**config.mk**
```make
export PLATFORM = sky130hd
export DESIGN_NAME = alu_result_queue
export DESIGN_NICKNAME = d
export VERILOG_FILES = /design/src/rtl/alu_pkg.sv /design/src/rtl/alu_rq_mem.sv /design/src/rtl/alu_result_queue.sv
export SDC_FILE = /design/constraint.sdc
export NUM_CORES = 1
export LEC_CHECK = 0
export BUFFER_PORTS_ARGS = -buffer_cell sky130_fd_sc_hd__buf_2
export CORE_MARGIN = 5
export CORE_UTILIZATION = 55
export DETAILED_ROUTE_END_ITERATION = 7
export PLACE_DENSITY_LB_ADDON = 0.12
export SLEW_MARGIN = 30
export SYNTH_ARGS = -nofsm -noshare
export SYNTH_HDL_FRONTEND = slang
export SYNTH_SLANG_ARGS = --single-unit
```
**constraint.sdc**
```tcl
create_clock -name clk -period 2.4 [get_ports clk]
set_clock_uncertainty 0.05 [all_clocks]
set_input_delay 0.12 -clock clk [delete_from_list [all_inputs] [get_ports clk]]
set_output_delay 0.12 -clock clk [all_outputs]
set_load 0.01 [all_outputs]
```
**src/rtl/alu_pkg.sv**
```systemverilog
// rtl/alu_pkg.sv - shared ALU opcodes, default width and result-entry layout
package alu_pkg;

    localparam int ALU_WIDTH = 4;

    typedef enum logic [1:0] {
        OP_AND = 2'b00,
        OP_OR  = 2'b01,
        OP_XOR = 2'b10,
        OP_ADD = 2'b11
    } alu_op_e;

    typedef struct packed {
        alu_op_e                op;
        logic [ALU_WIDTH-1:0]   ans;
        logic                   zero;
        logic                   neg;
    } alu_entry_t;

    // Bits an entry carries beyond the result itself: op, zero, neg.
    localparam int ENTRY_META_W = $bits(alu_entry_t) - ALU_WIDTH;

endpackage

```
**src/rtl/alu_rq_mem.sv**
```systemverilog
// rtl/alu_rq_mem.sv - entry storage: one write port, asynchronous read, no reset
module alu_rq_mem #(
    parameter int WIDTH = 8,
    parameter int DEPTH = 4
) (
    input  logic                     clk,
    input  logic                     wrEn,
    input  logic [$clog2(DEPTH)-1:0] wrAddr,
    input  logic [WIDTH-1:0]         wrData,
    input  logic [$clog2(DEPTH)-1:0] rdAddr,
    output logic [WIDTH-1:0]         rdData
);

    logic [WIDTH-1:0] storage [DEPTH];

    always_ff @(posedge clk) begin
        if (wrEn) begin
            storage[wrAddr] <= wrData;
        end
    end

    assign rdData = storage[rdAddr];

endmodule

```
**src/rtl/alu_result_queue.sv**
```systemverilog
// rtl/alu_result_queue.sv - in-order ALU result queue with valid/ready output
// Define ALU_RESULT_QUEUE_BYPASS_EN for a same-cycle path when the queue is empty.
module alu_result_queue
    import alu_pkg::*;
#(
    parameter int WIDTH = ALU_WIDTH,
    parameter int DEPTH = 4
) (
    input  logic                     clk,
    input  logic                     rst_n,
    input  logic                     in_valid,
    output logic                     in_ready,
    input  logic [1:0]               in_op,
    input  logic [WIDTH-1:0]         in_ans,
    output logic                     out_valid,
    input  logic                     out_ready,
    output logic [1:0]               out_op,
    output logic [WIDTH-1:0]         out_ans,
    output logic                     out_zero,
    output logic                     out_neg,
    output logic [$clog2(DEPTH):0]   count
);

    localparam int PW      = $clog2(DEPTH);
    localparam int CW      = PW + 1;
    localparam int ENTRY_W = WIDTH + ENTRY_META_W;
    localparam logic [CW-1:0] FULL_COUNT = CW'(DEPTH);

    logic [PW-1:0]      wrPtr, rdPtr;
    logic [CW-1:0]      occupancy;
    logic [ENTRY_W-1:0] inEntry, memEntry, headEntry;
    logic               inZero, inNeg;
    logic               push, queueValid, wrEn, rdEn;

    assign inZero  = (in_ans == '0);
    assign inNeg   = in_ans[WIDTH-1];
    assign inEntry = {in_op, in_ans, inZero, inNeg};

    // No pass-through when full: readiness looks only at registered occupancy.
    assign in_ready   = rst_n && (occupancy < FULL_COUNT);
    assign push       = in_valid && in_ready;
    assign queueValid = (occupancy != '0);
    assign rdEn       = queueValid && out_ready;

`ifdef ALU_RESULT_QUEUE_BYPASS_EN
    logic bypassHit;
    assign bypassHit = !queueValid && push;
    assign out_valid = queueValid || bypassHit;
    assign headEntry = queueValid ? memEntry : inEntry;
    // A bypassed entry taken in the same cycle is never stored.
    assign wrEn      = push && !(bypassHit && out_ready);
`else
    assign out_valid = queueValid;
    assign headEntry = memEntry;
    assign wrEn      = push;
`endif

    assign {out_op, out_ans, out_zero, out_neg} = out_valid ? headEntry : '0;
    assign count = occupancy;

    always_ff @(posedge clk) begin
        if (!rst_n) begin
            wrPtr     <= '0;
            rdPtr     <= '0;
            occupancy <= '0;
        end else begin
            if (wrEn) begin
                wrPtr <= wrPtr + PW'(1);
            end
            if (rdEn) begin
                rdPtr <= rdPtr + PW'(1);
            end
            case ({wrEn, rdEn})
                2'b10:   occupancy <= occupancy + CW'(1);
                2'b01:   occupancy <= occupancy - CW'(1);
                default: occupancy <= occupancy;
            endcase
        end
    end

    alu_rq_mem #(
        .WIDTH (ENTRY_W),
        .DEPTH (DEPTH)
    ) u_mem (
        .clk    (clk),
        .wrEn   (wrEn),
        .wrAddr (wrPtr),
        .wrData (inEntry),
        .rdAddr (rdPtr),
        .rdData (memEntry)
    );

endmodule

```
# Word-level counts from Yosys, hierarchy flattened
# Memory sizes are Yosys's and may differ from the RTL's. A register that Yosys moved wholly into a read port is not among the register bits.
# Index checks and enable logic that the tools add are counted.
# word_totals
regBits,7
latch_bits,0
mem_bits_rw,32
mem_bits_ro,0
input_bits,10
elab_cells,23
memories,1
# memory_table
name,depth,word_bits,rd,rd_clocked_by_memory_dff,write_ports,line_no,text
u_mem.storage,4,8,1,1,1,alu_rq_mem.sv:14,logic [WIDTH-1:0] storage [DEPTH];
# classes
add_sub_neg,4
mul,0
div,0
order_cmp,1
eq_ne,2
shifts,0
n_mux,6
n_bitwise,0
reduce_logical,6
# op_table
cell,count
two-way mux 8 bit,1
case mux 3 bit (2 select lines),1
adder 2 x 1 -> 2 bit (second input constant),2
zero test 4 bit,1
two-way mux 2 bit,2
adder 3 x 1 -> 3 bit (second input constant),1
logical AND 1 bit,3
< comparator 3 bit (second input constant),1
nonzero test 3 bit,1
subtractor 3 x 1 -> 3 bit (second input constant),1
== test 2 x 1 -> 1 bit (second input constant),1
== test 2 bit (second input constant),1
two-way mux 1 bit,2
nonzero test 2 bit,1

# Depth between registers and ports, before layout
# Gate-level depths: netlist of the first run.
# depth
word_depth,5
depth_mapped,9
mapped_depth_nobuf,8

# Hierarchy
# From an unflattened synthesis of the first run, not the netlist that was laid out.
# hier_totals
hier_cells,96
hier_area_um2,1616.6
# modules_own_cells
module,instances,cells_per_inst,area_each_um2
alu_rq_mem,1,46,1188.6
alu_result_queue,1,50,427.9

# Least setup slack after synthesis of the first run
# OpenSTA, ideal clock, no wires.
# synth_timing
path_type,reg2reg
from,register occupancy[0] (netlist: count[0])
to,register occupancy[2] (netlist: count[2])
setup_time_ps,76
arrival_ps,1984
t_required_ps,2274
path_slack_ps,290
path_stages_with_launch,10
period_less_slack_ps,2110
cell_sequence,dfxtp_1 -> nor3_2 -> buf_6 -> nor2b_2 -> ha_1 -> inv_1 -> fa_1 -> xor2_1 -> or3_1 -> a21boi_0
# synth_via
word_cells_on_any_way,11
# synth_rtl
element,line_no,text
from (decl),alu_result_queue.sv:30,logic [CW-1:0] occupancy;
from (signal assigned),alu_result_queue.sv:74,2'b10: occupancy <= occupancy + CW'(1);
from (signal assigned),alu_result_queue.sv:75,2'b01: occupancy <= occupancy - CW'(1);
from (signal assigned),alu_result_queue.sv:76,default: occupancy <= occupancy;
nonzero test 3 bit (*),alu_result_queue.sv:42,assign queueValid = (occupancy != '0);
logical AND 1 bit (*),alu_result_queue.sv:43,assign rdEn = queueValid && out_ready;
named net rdEn,alu_result_queue.sv:33,"logic push, queueValid, wrEn, rdEn;"
== test 2 x 1 -> 1 bit / == test 2 bit (equally long branches),alu_result_queue.sv:73,"case ({wrEn, rdEn})"
case mux 3 bit (2 select lines) / nonzero test 2 bit (equally long branches),--,
# The timed path passes the listed nets; every way through them passes the cells marked *.
# A chain may end at the register's enable or synchronous reset.

# Worst setup path after layout of the first run
# layout_timing
from,register occupancy[2] (netlist: count[2])
to,register occupancy[2] (netlist: count[2])
# layout_via
elab_chain_cells,5
word_cells_on_any_way,11
# layout_rtl
element,line_no,text
< comparator 3 bit,alu_result_queue.sv:40,assign in_ready = rst_n && (occupancy < FULL_COUNT);
logical AND 1 bit,alu_result_queue.sv:40,
logical AND 1 bit,alu_result_queue.sv:41,assign push = in_valid && in_ready;
== test 2 x 1 -> 1 bit / == test 2 bit (equally long branches),alu_result_queue.sv:73,
case mux 3 bit (2 select lines) / nonzero test 2 bit (equally long branches),--,
# Several ways; a longest one is shown, not always the timed one.

==> metrics.txt, run 1 <==
Slew @ Worst Pin about 530 ps; Die H between 60 and 70 µm; GR Util met2 0.226; Post-synth EDFFs 28; Lkg Pwr 0.000715 µW; DRC Markers 0; Avg Inst Size Synth 16.2 µm²; Synth warnings 0; R2R cell count 8; global-route wire length before repair between 4 and 5 mm; CP Max Fanout 8; non-filler cells, final 163; R2R Path Start count[2]; htree depth 2; max_cap viols 0; most frequent cells in the layout edfxtp_1 (28), buf_2 (22), dfxtp_1 (9); CP endpoint count[2]; period utilisation layout 0.878; sequential area share after synthesis 0.629; CP required roughly 2600 ps; CP cell instances and3b_1 -> inv_1 -> ha_1 -> inv_1 -> fa_1 -> xor2_1 -> or3_1 -> a21boi_0; Setup crit start kind flop; Setup Crit Path Kind flop to flop; Area growth, synth to finish 16.5%; crit path from count[2]; Port Buffers 22; Total Routing Usage GR 0.135; fmax between 400 and 500 MHz; final hold viol count 0; syn nets ~120; clock sinks 37; RSZ-0062 raised after global routing false; GRT busiest layer met2; CP dominant cell by count inv_1; met3 usage 0.0455; Hold WS 44.1 ps; Min-Delay Path Class input port to flop; post-cts resize count 0; R2R Setup Slk 290 ps; number of DRC markers in iteration 0 16; Design Power around 1900 µW; Starting Density 0.583; Yosys cell types 25; worst relative slew slack 0.645; CTS Buf Count 5; Post-synth ARST share 0; GRT overflow 0; most common cell after layout, fill and taps aside edfxtp_1; number of global-route vias before repair between 900 and 1k; Layout fillers around 210; Worst-path clk slew between 100 and 150 ps; pwr/cell area around 1000 nW/µm²; Top FF cell, synth edfxtp_1; GR Layer Usage met1 0.163; Post-layout nets roughly 150; core area around 2800 µm²; Tmin final 2110 ps; Placed Cells incl. Taps 149; Final HPWL DP 1.75 mm; die area between 4000 and 5000 µm²; Crit. End Element flop; layout cells sized above 1 0.356; Crit path largest cell delay between 400 and 500 ps; post-route setup TNS 0 ps; Slowest cell on crit path dfxtp_1; Antenna Nets Post-Route 0; Worst Hold Launch out_ready; Slew Viols, Final 0; CTS tree built; ant diodes 0; Vias/cell around 5.2; maximum VDD drop about 1.1 mV; # IOs 23; Clock Latency Late Sink approximately 340 ps; Final GP Congestion approximately 0.68; root buf cell clkbuf_4; Mapped Cells 100; setup bufs post-CTS 0; CTS Buffer Depth 2; Synth Cell Area roughly 1600 µm²; initial antenna violation count 0; largest net degree at the start of global routing 13; DR WL/cell 15.5 µm; endpoints failing setup 0; FF+latch count, synth 37; status finished clean; reg2reg end count[2]; critical path arrival between 2000 and 2500 ps; die width approximately 64 µm; via count 843; Pre-antenna DRT Iters 4; row count 19; # hold bufs at CTS 6; Routed Wire Length 2.52 mm
-- metal layers --
| layer | routed length (µm) | vias up |
|---|---|---|
| met3 | 121 | 4 |
| met1 | 1100 | 398 |
| li1 | - | 421 |
| met5 | 0 | - |
| met2 | 1260 | 20 |
| met4 | 33 | 0 |
-- cells by family (layout without fill, tap and decap cells) --
kind of cell | Yosys count | after routing | synth area share
xor gates and xnor gates | 3 | 3 | 0.0162
DFF | 37 | 37 | 0.629
adders and majority gates | 6 | 6 | 0.0509
muxes | 7 | 7 | 0.0971
buffers and inverters | 12 | 44 | 0.0416
AOI/OAI and AO/OA | 8 | 8 | 0.0278
and+or+nand+nor | 27 | 27 | 0.137
-- flip-flops by register name, summed over array words and instances (netlist names), named ones only --
| signal | cells |
|---|---|
| rdPtr | 2 |
| wrPtr | 2 |
| u_mem.storage | 28 |
| count | 3 |
-- power by group --
part	leakage (µW)	switching [µW]	internal [µW]
sequential	0.000328	66.2	750
combinational	0.000335	308	316
clock	0.0000516	202	239
-- metrics by stage --
step            util  instance area, µm²  setup slack (ps)
6_report       0.680                1890               292
5_1_grt        0.680                1890               121
4_1_cts        0.680                1890               280
3_5_place_dp   0.625                1740               315
3_3_place_gp   0.625                1740               370
2_1_floorplan      -                1620               290
-- synthesized netlist by cell type (2+ instances only) --
| library cell | count | share of area |
|---|---|---|
| nand2_1 | 5 | 0.012 |
| xnor2_1 | 2 | 0.011 |
| nor2b_4 | 7 | 0.059 |
| ha_1 | 5 | 0.039 |
| mux4_2 | 7 | 0.097 |
| buf_4 | 2 | 0.0092 |
| buf_6 | 2 | 0.014 |
| dfxtp_1 | 9 | 0.11 |
| o21ai_0 | 3 | 0.0092 |
| o21ai_1 | 3 | 0.0092 |
| or3_1 | 2 | 0.0077 |
| inv_1 | 7 | 0.016 |
| edfxtp_1 | 28 | 0.52 |
| and2_1 | 7 | 0.027 |
-- worst min path at each step --
stage                               end  slack [ps]  depth (start not counted)
floorplan           u_mem.storage[0][2]         170                          0
global placement    u_mem.storage[0][6]         280                          1
detailed placement  u_mem.storage[0][7]         290                          1
CTS                            rdPtr[0]          30                          3
global route                       flop          40                          3
finish                             flop          40                          3
-- critical path: cells and delay by family (launching register included) --
family | cells | cell delay [ps]
compound gates | 1 | 160
fa+ha+maj | 2 | 550
buf+inv | 2 | 140
simple gates | 2 | 570
flops | 1 | 420
xor+xnor | 1 | 150
-- cell type report --
| type | count | area, µm² | area share |
|---|---|---|---|
| Sequential cell | 37 | 1020 | 0.540 |
| Multi-Input combinational cell | 51 | 534 | 0.283 |
| Timing Repair Buffer | 29 | 178 | 0.0940 |
| Clock buffer | 7 | 87.6 | 0.0463 |
| Tap cell | 31 | 38.8 | 0.0205 |
| Inverter | 7 | 26.3 | 0.0139 |
| Clock inverter | 1 | 5.00 | 0.00265 |
No activity file was read; power rests on OpenSTA's default activity.
==> run 2, diff against run 1 <==
Settings changed: CTS_CLUSTER_SIZE from default to 16, RECOVER_POWER from default to 100.
==> metrics.txt, run 2 (synthesis gave the netlist of run 1 again) <==
status finished clean; Hold WS ~45 ps; die area approximately 4100 µm²; CTS Buffer Depth 2; CTS tree built; share of total power in the clock network 0.238; via count 840; Clock Latency Late Sink 340 ps; Slew Viols, Final 0; Sw Ratio 0.312; DR WL/cell between 15 and 20 µm; GRT overflow 0; row count 19; maximum VDD drop between 1 and 1.5 mV; Starting Density 0.583; global-route wire length before repair between 4 and 5 mm; Final HPWL DP ~1.8 mm; number of global-route vias before repair between 900 and 1k; most common cell after layout, fill and taps aside edfxtp_1; CTS Buf Count 5; Final GP Congestion approximately 0.68; Place WS between 300 and 400 ps; critical path arrival 2310 ps; Most flops, register u_mem.storage; largest net degree at the start of global routing 13; number of DRC markers in iteration 0 9; period utilisation layout 0.871; Critical path buffers and inverters 2; fin worst setup slack 309 ps; Min-Delay Path Class input port to flop; Routed Wire Length 2.51 mm; CP top delay family simple AND/OR/NAND/NOR gates; Die H approximately 64 µm; Setup Crit Path Kind flop to flop; clock sinks 37; Vias/cell 5.15; Setup crit start kind flop; CP required roughly 2600 ps; core area 2780 µm²; Placed Cells incl. Taps about 150; CP Max Fanout 8; initial antenna violation count 0; fmax between 400 and 500 MHz; Slowest cell on crit path dfxtp_1; Lkg Pwr about 0.00064 µW; Antenna Nets Post-Route 0; max_cap viols 0; final hold viol count 0; Post-layout nets 147; Tmin final about 2100 ps; Design Power about 1900 µW; P_sw about 580 µW; Pint 1270 µW; die width ~64 µm; Worst-path clk slew between 100 and 150 ps; Crit. End Element flop; # IOs 23; worst relative slew slack 0.634; layout cells sized above 1 0.205; post-route setup TNS 0 ps; Crit path largest cell delay 410 ps; combinational power share 0.322; CP cell instances and3b_1 -> inv_1 -> ha_1 -> inv_1 -> fa_1 -> xor2_1 -> or3_1 -> a21boi_0; root buf cell clkbuf_4; endpoints failing setup 0; non-filler cells, final between 150 and 200; CP dominant cell by count inv_1; max reg flops 28; Area growth, synth to finish 14.7%; htree depth 2; ant diodes 0; DRC Markers 0; pwr/cell area a little under 1000 nW/µm²; Total Routing Usage GR 0.135; Slew @ Worst Pin approximately 550 ps; Flop pwr share 0.440; Port Buffers 22; most frequent cells in the layout edfxtp_1 (28), clkbuf_1 (19), dfxtp_1 (9); Pre-antenna DRT Iters 4; RSZ-0062 raised after global routing false
run 2: changes by cell type in the layout (fill, tap and decap cells not counted), sizes merged:
cell    change
buf        -19
clkbuf     +19
run 2: worst min-delay path, delay by kind of cell:
kind,cells,cell delay (ps)
AND/OR/NAND/NOR,1,100
AO/OA/AOI/OAI,1,60
buffers and inverters,1,110
run 2: metrics by stage:
| stage | util | instance area (µm²) |
|---|---|---|
| 2_1_floorplan | - | 1620 |
| 3_3_place_gp | 0.625 | 1740 |
| 3_5_place_dp | 0.625 | 1740 |
| 4_1_cts | 0.680 | 1890 |
| 5_1_grt | 0.669 | 1860 |
| 6_report | 0.669 | 1860 |
run 2: routing by layer:
layer  global-route usage  vias to the layer above  wire length (µm)  part of all wire
met1                0.163                      397              1100              0.44
li1                     -                      421                 -                 -
met5                    0                        -                 0                 0
met4               0.0458                        0                33             0.013
met2                0.226                       18              1260              0.50
met3               0.0455                        4               119             0.047
run 2: final timing paths:
check,start,end,slack (ps),cells after the start
setup / recovery,count[2],count[2],310,8
hold / removal,out_ready,flop,40,3
setup reg to reg,count[2],count[2],310,8
hold reg to reg,rdPtr[0],flop,450,2
run 2: final cells by class:
| type | count | area (µm²) |
|---|---|---|
| clock buffer | 7 | 87.6 |
| clock inverter | 1 | 5.00 |
| fill | 215 | 920 |
| inverter | 7 | 26.3 |
| multi-input combinational | 51 | 529 |
| sequential | 37 | 1020 |
| tap | 31 | 38.8 |
| timing repair buffer | 29 | 154 |
run 2: power groups by stage:
| stage | combinational, µW | sequential [µW] | clock (µW) |
|---|---|---|---|
| 2_1_floorplan | 516 | 804 | 0 |
| 3_3_place_gp | 614 | 832 | 0 |
| 3_5_place_dp | 626 | 836 | 0 |
| 4_1_cts | 638 | 822 | 447 |
| 5_1_grt | 655 | 831 | 487 |
| 6_report | 595 | 815 | 441 |
run 2: timing repair:
item | CTS | global route
hold endpoints to repair | 24 | 0
setup buffers | 0 | 0
setup endpoints to repair | 0 | 0
gates resized for setup | 0 | 0
hold buffers | 6 | 0
